===== src/rtl/seg7_display_if.sv =====
// CPU-side register write bus for the 8-digit seven-segment display controller.
// Latency: none (wires only); the controller samples these on its clock edge.
// Backpressure: none; every qualified write is accepted in the cycle it is presented.
//
// Signals:
//   seg_write  IO write strobe from the CPU
//   seg_cs     chip select from the address decoder
//   seg_addr   register select (address bits [1:0])
//   seg_wdata  16-bit write data
// Modports: master (CPU / bench drives the bus), slave (display controller).
interface seg7_display_if;
    logic        seg_write;
    logic        seg_cs;
    logic [1:0]  seg_addr;
    logic [15:0] seg_wdata;

    modport master (
        output seg_write,
        output seg_cs,
        output seg_addr,
        output seg_wdata
    );

    modport slave (
        input seg_write,
        input seg_cs,
        input seg_addr,
        input seg_wdata
    );
endinterface


===== src/rtl/seg7_display.sv =====
// Multiplexed 8-digit hex seven-segment driver with CPU-writable data, enable, dp and blink masks.
// Latency: seg_an/seg_out are registered, 1 clk behind the scan index, data and masks.
// Backpressure: none; register writes always land, the scan free-runs regardless of the bus.
//
// Ports:
//   clk      single rising-edge clock (CPU clock)
//   rst      synchronous active-high reset; blanks the display and restarts the scan at digit 0
//   bus      seg7_display_if.slave register write port (seg_write, seg_cs, seg_addr, seg_wdata)
//   seg_an   digit anodes, active low, bit n = digit n
//   seg_out  segment cathodes, active low, {dp,g,f,e,d,c,b,a}
//
// Register map (seg_addr):
//   0  DATA_LO  digits 3..0, one hex nibble each
//   1  DATA_HI  digits 7..4
//   2  CTRL     [7:0] digit enable mask, [15:8] decimal-point mask
//   3  BLINK    [7:0] blink mask (only when SEG7_BLINK_EN is defined, else ignored)
//
// Build option: define SEG7_BLINK_EN to add the frame counter and blink register.
module seg7_display #(
    parameter int SCAN_DIV  = 20000,
    parameter int BLINK_DIV = 64
) (
    input  logic                 clk,
    input  logic                 rst,
    seg7_display_if.slave        bus,
    output logic [7:0]           seg_an,
    output logic [7:0]           seg_out
);

    // ------------------------------------------------------------------
    // Elaboration-time parameter sanity
    // ------------------------------------------------------------------
    if (SCAN_DIV < 2) begin : g_bad_scan_div
        $error("seg7_display: SCAN_DIV must be >= 2");
    end
    if (BLINK_DIV < 1) begin : g_bad_blink_div
        $error("seg7_display: BLINK_DIV must be >= 1");
    end

    localparam int                 DIV_W    = $clog2(SCAN_DIV);
    localparam logic [DIV_W-1:0]   DIV_LAST = DIV_W'(SCAN_DIV - 1);

    // ------------------------------------------------------------------
    // Register file
    // ------------------------------------------------------------------
    typedef struct packed {
        logic [15:0] data_hi;   // digits 7..4
        logic [15:0] data_lo;   // digits 3..0
        logic [7:0]  dp_mask;   // 1 = light the decimal point of that digit
        logic [7:0]  en_mask;   // 1 = digit is shown, 0 = digit blanked
    } regs_t;

    localparam regs_t REGS_RST = '{
        data_hi: 16'h0000,
        data_lo: 16'h0000,
        dp_mask: 8'h00,
        en_mask: 8'hFF
    };

    regs_t regs;
    logic  wr_en;

    assign wr_en = bus.seg_cs & bus.seg_write;

    always_ff @(posedge clk) begin
        if (rst) begin
            regs <= REGS_RST;
        end else if (wr_en) begin
            case (bus.seg_addr)
                2'd0:    regs.data_lo <= bus.seg_wdata;
                2'd1:    regs.data_hi <= bus.seg_wdata;
                2'd2:    {regs.dp_mask, regs.en_mask} <= bus.seg_wdata;
                default: ;  // address 3 belongs to the optional blink register
            endcase
        end
    end

    // ------------------------------------------------------------------
    // Scan divider and digit index
    // ------------------------------------------------------------------
    logic [DIV_W-1:0] div_cnt;
    logic [2:0]       digit_idx;
    logic             slot_end;

    assign slot_end = (div_cnt == DIV_LAST);

    // The 3-bit index wraps 7 -> 0 by itself, so there is never an idle slot.
    always_ff @(posedge clk) begin
        if (rst) begin
            div_cnt   <= '0;
            digit_idx <= 3'd0;
        end else if (slot_end) begin
            div_cnt   <= '0;
            digit_idx <= digit_idx + 3'd1;
        end else begin
            div_cnt   <= div_cnt + 1'b1;
        end
    end

    // ------------------------------------------------------------------
    // Optional blink: frame counter + blink mask
    // ------------------------------------------------------------------
    logic blink_blank;  // current digit must be hidden by the blink logic

`ifdef SEG7_BLINK_EN
    localparam int               FRM_W    = (BLINK_DIV > 1) ? $clog2(BLINK_DIV) : 1;
    localparam logic [FRM_W-1:0] FRM_LAST = FRM_W'(BLINK_DIV - 1);

    logic [7:0]       blink_mask;
    logic [FRM_W-1:0] frame_cnt;
    logic             blink_hidden;
    logic             frame_end;

    // A frame ends on the last divider cycle of digit 7.
    assign frame_end = slot_end & (digit_idx == 3'd7);

    always_ff @(posedge clk) begin
        if (rst) begin
            blink_mask <= 8'h00;
        end else if (wr_en && (bus.seg_addr == 2'd3)) begin
            blink_mask <= bus.seg_wdata[7:0];
        end
    end

    always_ff @(posedge clk) begin
        if (rst) begin
            frame_cnt    <= '0;
            blink_hidden <= 1'b0;
        end else if (frame_end) begin
            if (frame_cnt == FRM_LAST) begin
                frame_cnt    <= '0;
                blink_hidden <= ~blink_hidden;
            end else begin
                frame_cnt    <= frame_cnt + 1'b1;
            end
        end
    end

    assign blink_blank = blink_hidden & blink_mask[digit_idx];
`else
    assign blink_blank = 1'b0;
`endif

    // ------------------------------------------------------------------
    // Glyph decode (active low, dp bit left high here)
    // ------------------------------------------------------------------
    function automatic logic [7:0] hex_glyph(input logic [3:0] nib);
        logic [7:0] g;
        case (nib)
            4'h0:    g = 8'hC0;
            4'h1:    g = 8'hF9;
            4'h2:    g = 8'hA4;
            4'h3:    g = 8'hB0;
            4'h4:    g = 8'h99;
            4'h5:    g = 8'h92;
            4'h6:    g = 8'h82;
            4'h7:    g = 8'hF8;
            4'h8:    g = 8'h80;
            4'h9:    g = 8'h90;
            4'hA:    g = 8'h88;
            4'hB:    g = 8'h83;
            4'hC:    g = 8'hC6;
            4'hD:    g = 8'hA1;
            4'hE:    g = 8'h86;
            default: g = 8'h8E;
        endcase
        return g;
    endfunction

    // ------------------------------------------------------------------
    // Next output values for the current digit slot
    // ------------------------------------------------------------------
    logic [31:0] all_digits;
    logic [3:0]  nibble;
    logic        digit_vis;
    logic [7:0]  an_next;
    logic [7:0]  out_next;

    assign all_digits = {regs.data_hi, regs.data_lo};

    always_comb begin
        nibble    = all_digits[{digit_idx, 2'b00} +: 4];
        digit_vis = regs.en_mask[digit_idx] & ~blink_blank;
        an_next   = 8'hFF;
        out_next  = 8'hFF;
        // A blanked digit keeps its full slot with everything off, so the
        // duty cycle of the lit digits does not depend on the masks.
        if (digit_vis) begin
            an_next  = ~(8'h01 << digit_idx);
            out_next = hex_glyph(nibble) & {~regs.dp_mask[digit_idx], 7'h7F};
        end
    end

    // ------------------------------------------------------------------
    // Registered outputs
    // ------------------------------------------------------------------
    always_ff @(posedge clk) begin
        if (rst) begin
            seg_an  <= 8'hFF;
            seg_out <= 8'hFF;
        end else begin
            seg_an  <= an_next;
            seg_out <= out_next;
        end
    end

endmodule


===== src/flat_wrapper.sv =====
// flat-port wrapper written by rule: the top's interface ports become plain ports
module seg7_display_flat 
#(
    parameter int SCAN_DIV  = 20000,
    parameter int BLINK_DIV = 64
)
  (clk, rst, seg_an, seg_out, bus_seg_write, bus_seg_cs, bus_seg_addr, bus_seg_wdata);
  seg7_display_if bus_i ();
  input  logic clk;
  input  logic rst;
  output logic [7:0] seg_an;
  output logic [7:0] seg_out;
  input wire logic [$bits(bus_i.seg_write)-1:0] bus_seg_write;
  input wire logic [$bits(bus_i.seg_cs)-1:0] bus_seg_cs;
  input wire logic [$bits(bus_i.seg_addr)-1:0] bus_seg_addr;
  input wire logic [$bits(bus_i.seg_wdata)-1:0] bus_seg_wdata;
  assign bus_i.seg_write = bus_seg_write;
  assign bus_i.seg_cs = bus_seg_cs;
  assign bus_i.seg_addr = bus_seg_addr;
  assign bus_i.seg_wdata = bus_seg_wdata;
  seg7_display #(.SCAN_DIV(SCAN_DIV), .BLINK_DIV(BLINK_DIV)) u_core (.clk(clk), .rst(rst), .bus(bus_i), .seg_an(seg_an), .seg_out(seg_out));
endmodule

===== config.mk =====
export PLATFORM = sky130hd
export DESIGN_NAME = seg7_display_flat
export DESIGN_NICKNAME = d
export VERILOG_FILES = /design/src/rtl/seg7_display_if.sv /design/src/rtl/seg7_display.sv /design/src/flat_wrapper.sv
export SDC_FILE = /design/constraint.sdc
export NUM_CORES = 1
export LEC_CHECK = 0
export CAP_MARGIN = 20
export CORE_MARGIN = 2
export CORE_UTILIZATION = 56
export CTS_BUF_LIST = sky130_fd_sc_hd__clkbuf_8 sky130_fd_sc_hd__clkbuf_16
export DETAILED_ROUTE_END_ITERATION = 10
export DONT_BUFFER_PORTS = 1
export PLACE_DENSITY = 0.73
export SETUP_SLACK_MARGIN = 0.5
export SLEW_MARGIN = 10
export SYNTH_ARGS = -nofsm -noshare
export SYNTH_HDL_FRONTEND = slang
export SYNTH_SLANG_ARGS = --single-unit
export TNS_END_PERCENT = 50

===== constraint.sdc =====
create_clock -name clk -period 2.3 [get_ports clk]
set_input_delay 0.23 -clock clk [delete_from_list [all_inputs] [get_ports clk]]
set_output_delay 0.23 -clock clk [all_outputs]
set_load 0.1 [all_outputs]

==> out/metrics.cfg <==
[outcome]
outcome = completed

[worst_hold_path]
holdCritPathClass = in -> reg
holdPathEnd = u_core.all_digits[20]
min-delay-start = bus_seg_wdata[4]
hold_path_depth = 2

[sta]
fmax_ghz = 0.5215
post-route-period-util = 0.8337
period_minus_slack_ps = 1917
hold_viol = 0
relSlewSlack = 0.5707
maxSlewViolCount = 0
fin_skew_ps = 5.842
setup_tns_ps = 0
tightestPinTransition_ps = 643.9
fin_ws_ps = 382.6
rsz0062_at_grt = true
finalSetupViolations = 0

[clock_network]
worstSkewPairLatency_ps = 360
path_clk_slew_ps = 90
cts_max_path_buffers = 2
root_buffer = clkbuf_8
numCtsBuffers = 9
cts_tree = done
htreeDepth = 3
cts.sinks = 82

[synthesis]
ys_seq_elements = 82
post_synth.cell_area_avg_um2 = 8.894
synth_mux_area_frac = 0.1006
synth_warnings = 0
yosys.area.top_type = dfxtp_1
synth_top_area_frac = 0.4535
synth_top_family_by_area = simple AND/OR/NAND/NOR gates
synth_fp_nets = 442
syn_area_mm2 = 0.003620
ys_types = 42
synth_cells = 407
synth-xor-area-share = 0.03387
yosys.area_share.simple = 0.2233
synth_compound_area_frac = 0.09229
netlist_top_cells_area = dfxtp_1 (45%), nand2_1 (13%), a21oi_1 (5.9%)
ys_seq_area_frac = 0.4535
synth_fa_ha_area_frac = 0.04494

[setup_path]
reg2reg_to = u_core.seg_out[1]
worst-path-max-fanout = 8
critPathKind = reg -> reg
cp-end-kind = register
reg2reg_slack_ps = 380
cp.arrival_ps = 2140
r2r_start = u_core.digit_idx[1]
setup.worst_path.start_class = register
reg2regPathDepth = 6
cp.required_ps = 2520

[floorplan]
core_mm2 = 0.006314
initial_core_util = 0.5733
die_width_um = 84.40
ioPinCount = 38
dieArea_mm2 = 0.007123
rows = 29
die_y_um = 84.40

[routing]
drt_wl_total_um = 8271
drt_iter0_drc = 162
vias_per_cell = 5.600
ant_nets = 0
wl_per_cell_um = 15.91
vias = 2912
drt_pre_antenna_iters = 4
drc = 0

[pwr]
power_leakage_nw = 1.594
p_per_area_mw_per_mm2 = 677.6
ir_worst_vdd_v = 0.0004994

[layout]
drive_gt1_frac = 0.1738
syn2layout_area_growth_pct = 17.97
antennaDiodeCount = 0
nets = 473

[placement]
routabilityCongestion = 0.8771
io_buffers = 0
place_ws_ps = 246.0
post-dp-hpwl_um = 5210

[run]
maxCapViolCount = 0

[global_route]
grt_usage = 0.2388
use_met3 = 0.06195
grt_busiest_layer = met2
grt_max_degree = 54
met2_usage = 0.3983
grt_pass1_vias = 2788
antenna_found_initial = 0
grt_pass1_wl_um = 13390
overflow = 0
met1_usage = 0.2969

[report_power, final]
group	switching (W)	total [W]	internal (W)	leakage, nW
Combinational	0.000168	0.000248	0.0000797	0.816
Sequential	0.0000182	0.00147	0.00145	0.669
Clock	0.000534	0.00118	0.000642	0.109
Total	0.000720	0.00289	0.00217	1.59
[critical path, stage by stage (launching register included)]
cell and delay (ps):
dfxtp_4 420, mux4_2 510, mux2_4 320, inv_4 90, ha_4 210, a21oi_2 130, o221ai_2 100
[cells by family (layout without fill, tap and decap cells)]
family / Yosys count / count (layout)
muxes: 20 / 20
and+or+nand+nor: 189 / 189
buffers and inverters: 33 / 69
adders and majority gates: 13 / 13
DFF: 82 / 82
xor gates and xnor gates: 14 / 14
AOI/OAI and AO/OA: 56 / 56
[metrics by stage]
| step | total power (W) | area [um^2] | util | instances | hold slack (ps) |
|---|---|---|---|---|---|
| 6_report | 0.002893 | 4270 | 0.6764 | 520 | 3.033 |
| 5_1_grt | 0.002983 | 4270 | 0.6764 | 520 | 2.595 |
| 4_1_cts | 0.002901 | 4225 | 0.6692 | 518 | 0.6678 |
| 3_5_place_dp | 0.001700 | 3765 | 0.5963 | 482 | 306.6 |
| 3_3_place_gp | 0.001695 | 3765 | 0.5963 | 482 | 306.1 |
| 2_1_floorplan | 0.001674 | 3666 | - | 407 | 351.0 |
[sequential cells by signal, indices dropped and copies added, names as in the netlist]
signal	cells
u_core.regs	16
u_core.seg_an	8
u_core.all_digits	32
u_core.seg_out	8
u_core.digit_idx	3
u_core.div_cnt	15
[synth_stat cells, drive strengths merged]
cell type / count
nand2: 125
dfxtp: 82
a21oi: 44
nor2: 26
clkbuf: 15
ha: 13
mux4: 10
inv: 9
nor3: 9
buf: 8
nand3b: 8
mux2i: 7
xnor2: 7
xor2: 7
o221ai: 5
nand4: 4
mux2: 3
nand3: 3
a211oi: 2
and2: 2
and3: 2
nor3b: 2
o21ai: 2
or3: 2
a22o: 1
and2b: 1
and4: 1
clkinv: 1
nand2b: 1
nor4: 1
o22ai: 1
o31ai: 1
or2: 1
or2b: 1
[worst max-delay path by stage]
stage                   startpoint                end  depth (start not counted)
3_3_place_gp   u_core.digit_idx[1]  u_core.seg_out[1]                          6
2_1_floorplan  u_core.digit_idx[0]  u_core.seg_out[1]                          7
3_5_place_dp   u_core.digit_idx[1]  u_core.seg_out[3]                          7
4_1_cts        u_core.digit_idx[1]  u_core.seg_out[3]                          7
6_report       u_core.digit_idx[1]  u_core.seg_out[1]                          6
5_1_grt        u_core.digit_idx[1]  u_core.seg_out[1]                          6
[cells in the final DEF, fill, tap and decap left out, drive strengths merged, types with 2 or more instances in the layout]
cell type | synthesis | final
nand3b | 8 | 8
nor2 | 26 | 26
clkbuf | 15 | 10
inv | 9 | 10
nor3b | 2 | 2
mux2i | 7 | 7
xor2 | 7 | 7
clkinv | 1 | 2
nand4 | 4 | 4
and3 | 2 | 2
ha | 13 | 13
a211oi | 2 | 2
nand2 | 125 | 125
o21ai | 2 | 2
o221ai | 5 | 5
a21oi | 44 | 44
and2 | 2 | 2
buf | 8 | 28
dlygate4sd3 | 0 | 15
nand3 | 3 | 3
nor3 | 9 | 9
clkinvlp | 0 | 2
xnor2 | 7 | 7
mux2 | 3 | 3
or3 | 2 | 2
dfxtp | 82 | 82
bufinv | 0 | 2
mux4 | 10 | 10
[routing by layer]
metal,up-vias,routed length (um)
li1,1424,-
met1,1373,3484
met2,98,4126
met3,17,494
met4,0,165
met5,-,0
[area by class of cell]
cell class | instances | area [um^2]
Fill cell | 507 | 2043
Multi-Input combinational cell | 292 | 1877
Timing Repair Buffer | 43 | 376.6
Clock inverter | 6 | 88.84
Sequential cell | 82 | 1650
Clock buffer | 10 | 137.6
Inverter | 10 | 43.79
Tap cell | 77 | 96.34
[what timing repair did]
action / in CTS / in global routing
pin swaps: 2 / 2
endpoints found under the setup margin: 19 / 20
setup buffers: 5 / 1
hold buffers: 15 / 1
resized for setup: 9 / 8
hold endpoints to repair: 53 / 1
(Power assumes the default switching activity.)
